[config.mk]
export PLATFORM = sky130hd
export DESIGN_NAME = seg7_scan
export DESIGN_NICKNAME = d
export VERILOG_FILES = /design/src/rtl/seg7_scan.sv
export SDC_FILE = /design/constraint.sdc
export NUM_CORES = 1
export LEC_CHECK = 0
export ABC_AREA = 1
export BUFFER_PORTS_ARGS = -buffer_cell sky130_fd_sc_hd__buf_2
export CAP_MARGIN = 20
export CORE_ASPECT_RATIO = 1.2
export CORE_MARGIN = 2
export CORE_UTILIZATION = 57
export DETAILED_ROUTE_END_ITERATION = 16
export GPL_TIMING_DRIVEN = 0
export PLACE_DENSITY = 0.79
export SLEW_MARGIN = 20
export SYNTH_ARGS = -nofsm -noshare
export SYNTH_HDL_FRONTEND = slang
export SYNTH_SLANG_ARGS = --single-unit
[constraint.sdc]
create_clock -name clk -period 3.55 [get_ports clk]
set_clock_uncertainty 0.2 [all_clocks]
set_input_delay 0.5325 -clock clk [delete_from_list [all_inputs] [get_ports clk]]
set_output_delay 0.5325 -clock clk [all_outputs]
set_load 0.02 [all_outputs]
[src/rtl/seg7_scan.sv]
// seg7_scan: time-multiplexed driver for a 4-digit common-anode seven-segment
// display. It shows a 16-bit value as 4 hex digits. Each digit owns a slot of
// REFRESH_DIV cycles. The first BLANK_CYCLES of every slot are dark, which
// stops the previous digit ghosting onto the next one.
//
// The inputs are captured into shadow registers once per frame, at the end of
// digit 3's slot, so all 4 digits of a frame come from one sample. Reset also
// captures them.
//
// Ports:
//   clk    in   1   system clock
//   rst    in   1   synchronous reset, active-high
//   value  in  16   hex value; digit 0 = value[3:0] (rightmost)
//   dp     in   4   decimal point request per digit, active-high
//   lz_en  in   1   1 = suppress leading zeros
//   an     out  4   digit enables, active-low; an[0] = rightmost digit
//   cat    out  8   segments, active-low; cat[0]=a .. cat[6]=g, cat[7]=dp
module seg7_scan #(
    parameter int REFRESH_DIV  = 100000,
    parameter int BLANK_CYCLES = 1000
) (
    input  logic        clk,
    input  logic        rst,
    input  logic [15:0] value,
    input  logic [3:0]  dp,
    input  logic        lz_en,
    output logic [3:0]  an,
    output logic [7:0]  cat
);

    localparam int               CNT_W    = $clog2(REFRESH_DIV);
    localparam logic [CNT_W-1:0] CNT_LAST = CNT_W'(REFRESH_DIV - 1);

    logic [CNT_W-1:0] cnt_q, cnt_d;
    logic [1:0]       idx_q, idx_d;
    logic [15:0]      val_s_q, val_s_d;
    logic [3:0]       dp_s_q, dp_s_d;
    logic             lz_s_q, lz_s_d;
    logic [3:0]       an_q, an_d;
    logic [7:0]       cat_q, cat_d;

    logic             slot_end;
    logic             in_blank;
    logic             lead_zero;
    logic [3:0]       nibble;
    logic [7:0]       seg;

    // Segment patterns with the decimal point off (cat[7]=1), active-low.
    function automatic logic [7:0] seg_decode(input logic [3:0] n);
        logic [7:0] s;
        case (n)
            4'h0: s = 8'hC0;
            4'h1: s = 8'hF9;
            4'h2: s = 8'hA4;
            4'h3: s = 8'hB0;
            4'h4: s = 8'h99;
            4'h5: s = 8'h92;
            4'h6: s = 8'h82;
            4'h7: s = 8'hF8;
            4'h8: s = 8'h80;
            4'h9: s = 8'h90;
            4'hA: s = 8'h88;
            4'hB: s = 8'h83;
            4'hC: s = 8'hC6;
            4'hD: s = 8'hA1;
            4'hE: s = 8'h86;
            default: s = 8'h8E;
        endcase
        return s;
    endfunction

    // With no blank phase the compare against zero would be constant, so it
    // is left out.
    if (BLANK_CYCLES == 0) begin : g_no_blank
        assign in_blank = 1'b0;
    end else begin : g_blank
        localparam logic [CNT_W-1:0] BLANK_C = CNT_W'(BLANK_CYCLES);
        assign in_blank = (cnt_q < BLANK_C);
    end

    always_comb begin
        cnt_d   = cnt_q;
        idx_d   = idx_q;
        val_s_d = val_s_q;
        dp_s_d  = dp_s_q;
        lz_s_d  = lz_s_q;

        slot_end = (cnt_q == CNT_LAST);
        if (slot_end) begin
            cnt_d = '0;
            idx_d = idx_q + 2'd1;
            // Frame boundary: take a new coherent sample of the inputs.
            if (idx_q == 2'd3) begin
                val_s_d = value;
                dp_s_d  = dp;
                lz_s_d  = lz_en;
            end
        end else begin
            cnt_d = cnt_q + 1'b1;
        end

        nibble = val_s_q[{idx_q, 2'b00} +: 4];

        // A digit is a leading zero when it and every digit to its left are 0.
        // Digit 0 is never treated as one, so a value of 0 still shows "0".
        case (idx_q)
            2'd1:    lead_zero = (val_s_q[15:4] == 12'h000);
            2'd2:    lead_zero = (val_s_q[15:8] == 8'h00);
            2'd3:    lead_zero = (val_s_q[15:12] == 4'h0);
            default: lead_zero = 1'b0;
        endcase

        seg = seg_decode(nibble);

        an_d  = 4'hF;
        cat_d = 8'hFF;
        if (!in_blank) begin
            an_d           = ~(4'b0001 << idx_q);
            cat_d[6:0]     = (lz_s_q && lead_zero) ? 7'h7F : seg[6:0];
            cat_d[7]       = ~dp_s_q[idx_q];
        end
    end

    always_ff @(posedge clk) begin
        if (rst) begin
            cnt_q   <= '0;
            idx_q   <= 2'd0;
            val_s_q <= value;
            dp_s_q  <= dp;
            lz_s_q  <= lz_en;
            an_q    <= 4'hF;
            cat_q   <= 8'hFF;
        end else begin
            cnt_q   <= cnt_d;
            idx_q   <= idx_d;
            val_s_q <= val_s_d;
            dp_s_q  <= dp_s_d;
            lz_s_q  <= lz_s_d;
            an_q    <= an_d;
            cat_q   <= cat_d;
        end
    end

    assign an  = an_q;
    assign cat = cat_q;

endmodule

==> After elaboration in Yosys (flattened, before gate mapping) <==
Memories as Yosys holds them, arrays and structs flattened. A register that Yosys moved wholly into a read port is not among the register bits.
Index checks and enable logic that the tools add are counted.
{ "op_classes": {"shifts": 2, "bitwise_logic": 2, "muxes": 12, "order_cmp": 2, "n_eq_ne": 4, "n_addsub": 2, "n_reduce_logical": 10} }
{ "op_table": {"columns": ["cell", "n"], "rows": [
  ["2-to-1 mux 16 bit", 3],
  ["adder 17 x 1 -> 17 bit, second input constant", 1],
  ["== test 17 bit, second input constant", 1],
  ["less-than comparator 17 x 10 -> 1 bit, second input constant", 1],
  ["variable part select 16 x 5 -> 4 bit", 1],
  ["zero test 12 bit", 1],
  ["2-to-1 mux 4 bit", 3],
  ["zero test 8 bit", 1],
  ["== test 2 bit, second input constant", 2],
  ["zero test 4 bit", 1],
  ["2-to-1 mux 1 bit", 4],
  ["NOT 4 bit", 1],
  ["nonzero test 2 bit", 2],
  ["OR reduction 2 bit", 2],
  ["left shift 1 x 2 -> 4 bit, first input constant", 1],
  ["less-than comparator 2 x 3 -> 1 bit, second input constant", 1],
  ["case mux 1 bit (3 select lines)", 1],
  ["OR reduction 3 bit", 1],
  ["adder 2 x 1 -> 2 bit, second input constant", 1],
  ["binary-select mux 1 bit (select 2 bit)", 1],
  ["== test 2 x 1 -> 1 bit, second input constant", 1],
  ["AND reduction 2 bit", 1],
  ["logical AND 1 bit", 1],
  ["NOT 1 bit", 1]
]} }
{ "totals": {"input_bits": 23, "mem_count": 1, "wordCells": 42, "romBits": 112, "reg_bits": 45, "output_inout_bits": 12} }
{ "mem_list": {"columns": ["name", "depth", "width", "read_ports", "rd_clocked_by_memory_dff", "wr", "line", "source"], "rows": [
  ["(no name shown)", 16, 7, 1, 1, 0, "51", "case (n)"]
]} }

==> Logic depth before layout (Yosys ltp) <==
{ "depth": {"depth_word": 4, "mapped_depth": 13, "ltp_nobuf": 12} }

==> Worst setup path after synthesis <==
No wires, ideal clock.
{ "synth_timing": {"path_type": "register to register", "start": "reg cnt_q[0]", "end": "reg dp_s_q[0] (enable)", "setup_slack_ns": 0.461, "setup_ns": 0.428, "path_buffers": 0, "arrival_time_ns": 2.461, "synth_period_minus_slack_ns": 3.089, "required_ns": 2.922, "stages_incl_launch_ff": 6, "path_cell_list": "dfxtp_1 -> ha_1 -> nand2_1 -> nor2_4 -> nand3_2 -> o21ai_0"} }
{ "synth_via": {"elab_chain_cells": 3} }
{ "synth_lines": {"columns": ["item", "line", "source"], "rows": [
  ["start, declared", "34", "logic [CNT_W-1:0] cnt_q, cnt_d;"],
  ["start signal, assigned", "134", "cnt_q <= cnt_d;"],
  ["== test 17 bit", "88", "slot_end = (cnt_q == CNT_LAST);"],
  ["nonzero test 2 bit (no line)", null, null],
  ["AND reduction 2 bit (no line)", null, null],
  ["end signal, assigned", "129", "dp_s_q <= dp;"],
  ["end signal, assigned", "137", "dp_s_q <= dp_s_d;"],
  ["end, declared", "37", "logic [3:0] dp_s_q, dp_s_d;"]
]} }
Every way passes these cells.
A chain may end at the register's enable or synchronous reset.

==> Worst setup path in the final report <==
{ "layout_timing": {"start": "reg cnt_q[0]", "end": "reg val_s_q[2] (enable)"} }
{ "layout_via": {"elab_chain_cells": 3} }
{ "layout_lines": {"columns": ["item", "line", "source"], "rows": [
  ["== test 17 bit", "88", null],
  ["nonzero test 2 bit (no line)", null, null],
  ["AND reduction 2 bit (no line)", null, null],
  ["end signal, assigned", "128", "val_s_q <= value;"],
  ["end signal, assigned", "136", "val_s_q <= val_s_d;"],
  ["end, declared", "36", "logic [15:0] val_s_q, val_s_d;"]
]} }
Every way passes these cells.

==> impl_metrics.env <==
export IMPL_status="completed"
export IMPL_cts_resized=0
export IMPL_antenna_cells=0
export IMPL_ys_types=29
export IMPL_netlist_top_cell_by_area="edfxtp_1"
export IMPL_mostFrequentLayoutCells="nand2_1, buf_2, dfxtp_1, inv_1, nand3_1"
export IMPL_finalMaxSlewViolations=0
export IMPL_drt_initial_drc_count=117
export IMPL_die_x_um=65.2
export IMPL_hold_violations=0
export IMPL_wl_mm=4.43
export IMPL_ant_nets=0
export IMPL_h_tree_depth=2
export IMPL_ys_seq_area_share_pct=48.9
export IMPL_drive_gt1_share_pct=22.6
export IMPL_rrSetupSlack_ns=1.45
export IMPL_cp_depth=6
export IMPL_cts_tree="yes"
export IMPL_insertion_delay_ns=0.30
export IMPL_rsz0062_at_grt="no"
export IMPL_ys_warn_count=0
export IMPL_grt_pass1_wl_mm=7.62
export IMPL_die_area_um2=5050
export IMPL_rows=26
export IMPL_clkSinkCount=52
export IMPL_final_common_cell="nand2_1"
export IMPL_ir_drop_v=0.000235
export IMPL_worst_path_max_fanout=16
export IMPL_gp_congestion=0.857
export IMPL_setup_viol=0
export IMPL_syn_avg_cell_area_um2=8.62
export IMPL_coreArea_um2=4290
export IMPL_min_period_over_period_pct=59.2
export IMPL_maxCapViolCount=0
export IMPL_period_minus_slack_ns=2.10
export IMPL_fin_tns_setup_ns=0
export IMPL_wl_per_cell_um=11.2
export IMPL_grt_max_degree=17
export IMPL_drc=0
export IMPL_syn_inst=297
export IMPL_postCtsSetupRepairBufs=0
export IMPL_synth_fp_nets=332
export IMPL_grt_pass1_vias=1863
export IMPL_syn_to_final_growth_pct=14.3
export IMPL_r2r_end="val_s_q[2]"
export IMPL_critical_path_max_stage_delay_ns=0.38
export IMPL_p_per_area_nw_per_um2=377
export IMPL_path_cells="ha_1, nand2_1, nor2_4, nand3_2, o21ai_2, buf_8"
export IMPL_initial_utilization_pct=59.6
export IMPL_cts_hold_buf=0
export IMPL_min_path_cells=1
export IMPL_worstSetupStartpointType="flop"
export IMPL_crit_path_end="val_s_q[2]"
export IMPL_post_route_util_pct=68.2
export IMPL_vias=1953
export IMPL_cp_top_family="simple AND/OR/NAND/NOR gates"
export IMPL_gr_usage_all_layers_pct=19.2
export IMPL_end_kind="flop"
export IMPL_synth_top_area_share_pct=24.6
export IMPL_min_path_type="in -> reg"
export IMPL_chipHeight_um=77.4
export IMPL_fmax_mhz=476
export IMPL_dr_pass1_iters=4
export IMPL_viasPerCell=4.93
export IMPL_path_buf_inv=1
export IMPL_cts_path_max_buffers=2
export IMPL_worstReg2RegStart="cnt_q[0]"
export IMPL_dp_hpwl_mm=3.47
export IMPL_fillers=370
export IMPL_slew_headroom_pct=73.4
export IMPL_ff2ff_path_depth=6
export IMPL_leakage_nw=1.23
export IMPL_nets=374
export IMPL_pin_count=35
export IMPL_cp_slowest_cell="dfxtp_1"
export IMPL_synth_seq_cells=52
export IMPL_cp_arrival_ns=1.91
export IMPL_netlist_area_um2=2560
export IMPL_crit_start="cnt_q[0]"
export IMPL_io_buffers=34
export IMPL_worstSetupPathType="reg -> reg"
export IMPL_antenna_found_initial=0
export IMPL_worstMarginPinSlew_ns=0.395
export IMPL_cts_root_buf="clkbuf_8"
export IMPL_synthTopCellsByArea="edfxtp_1, dfxtp_1, nand2_1"
export IMPL_overflow=0
export IMPL_required_ns=3.36
export IMPL_cts_buffers=5
export IMPL_path_clk_slew_ns=0.10
through the flow:
stage	total power [mW]	instance area, µm²	worst slack, ns	hold slack (ns)	std cells
after floorplan	0.704	2560	0.461	0.228	297
after global placement	0.724	2800	0.0172	0.237	387
after detailed placement	0.728	2820	1.46	0.263	388
after CTS	1.11	2930	1.43	0.202	396
after global routing	1.15	2930	1.26	0.191	396
final	1.10	2930	1.45	0.206	396
sequential cells by signal (all words and copies together), names as in the netlist:
| register | count |
|---|---|
| cnt_q | 17 |
| val_s_q | 16 |
| cat | 8 |
| an | 4 |
| dp_s_q | 4 |
| idx_q | 2 |
| lz_s_q | 1 |
cell families after synthesis:
group / share of synthesized area (%)
flip-flops: 48.9
adder cells (fa/ha/maj): 5.86
AND/OR/NAND/NOR: 33.0
AO/OA/AOI/OAI: 4.74
XOR/XNOR: 1.37
buffers and inverters: 6.11
area by class of cell:
class                           count  area [µm²]  area share [%]
Sequential cell                    52        1250            42.8
Inverter                           32         120            4.10
Multi-Input combinational cell    210        1160            39.5
Clock buffer                        6        72.6            2.48
Buffer                              3        36.3            1.24
Tap cell                           56        70.1            2.39
Timing Repair Buffer               35         185            6.33
Clock inverter                      2        35.0            1.20
power breakdown:
group / switching, mW / total [mW] / internal (mW)
Clock: 0.181 / 0.390 / 0.209
Combinational: 0.0395 / 0.0687 / 0.0292
Sequential: 0.00676 / 0.645 / 0.638
Total: 0.227 / 1.10 / 0.877
worst min path at each step:
stage,end,slack [ns],start
2_1_floorplan,cnt_q[0],0.23,cnt_q[0]
3_3_place_gp,cnt_q[0],0.24,cnt_q[0]
3_5_place_dp,cnt_q[0],0.26,cnt_q[0]
4_1_cts,val_s_q[0],0.20,value[0]
5_1_grt,val_s_q[4],0.19,value[4]
6_report,val_s_q[0],0.21,value[0]
worst reg2reg max path: stages, from the launching register on:
cell,delay (ns)
dfxtp_1,0.38
ha_1,0.19
nand2_1,0.13
nor2_4,0.15
nand3_2,0.18
o21ai_2,0.36
buf_8,0.21
synthesized netlist by cell type (all sizes together):
master	count
a21oi	14
o21ai	5
ha	12
a22oi	1
nand4	5
nand2	97
nor3	6
nor3b	1
edfxtp	21
dfxtp	31
nand3b	2
inv	32
or2	2
nand3	29
buf	3
xor2	4
nor2	32
per-layer routing:
metal / vias up / global-route usage, % / wire length [µm]
li1: 1038 / - / -
met1: 864 / 22.6 / 1880
met2: 44 / 34.0 / 2340
met3: 7 / 4.35 / 146
met4: 0 / 6.25 / 58
met5: - / 0 / 0
No activity file was read; power rests on OpenSTA's default activity.
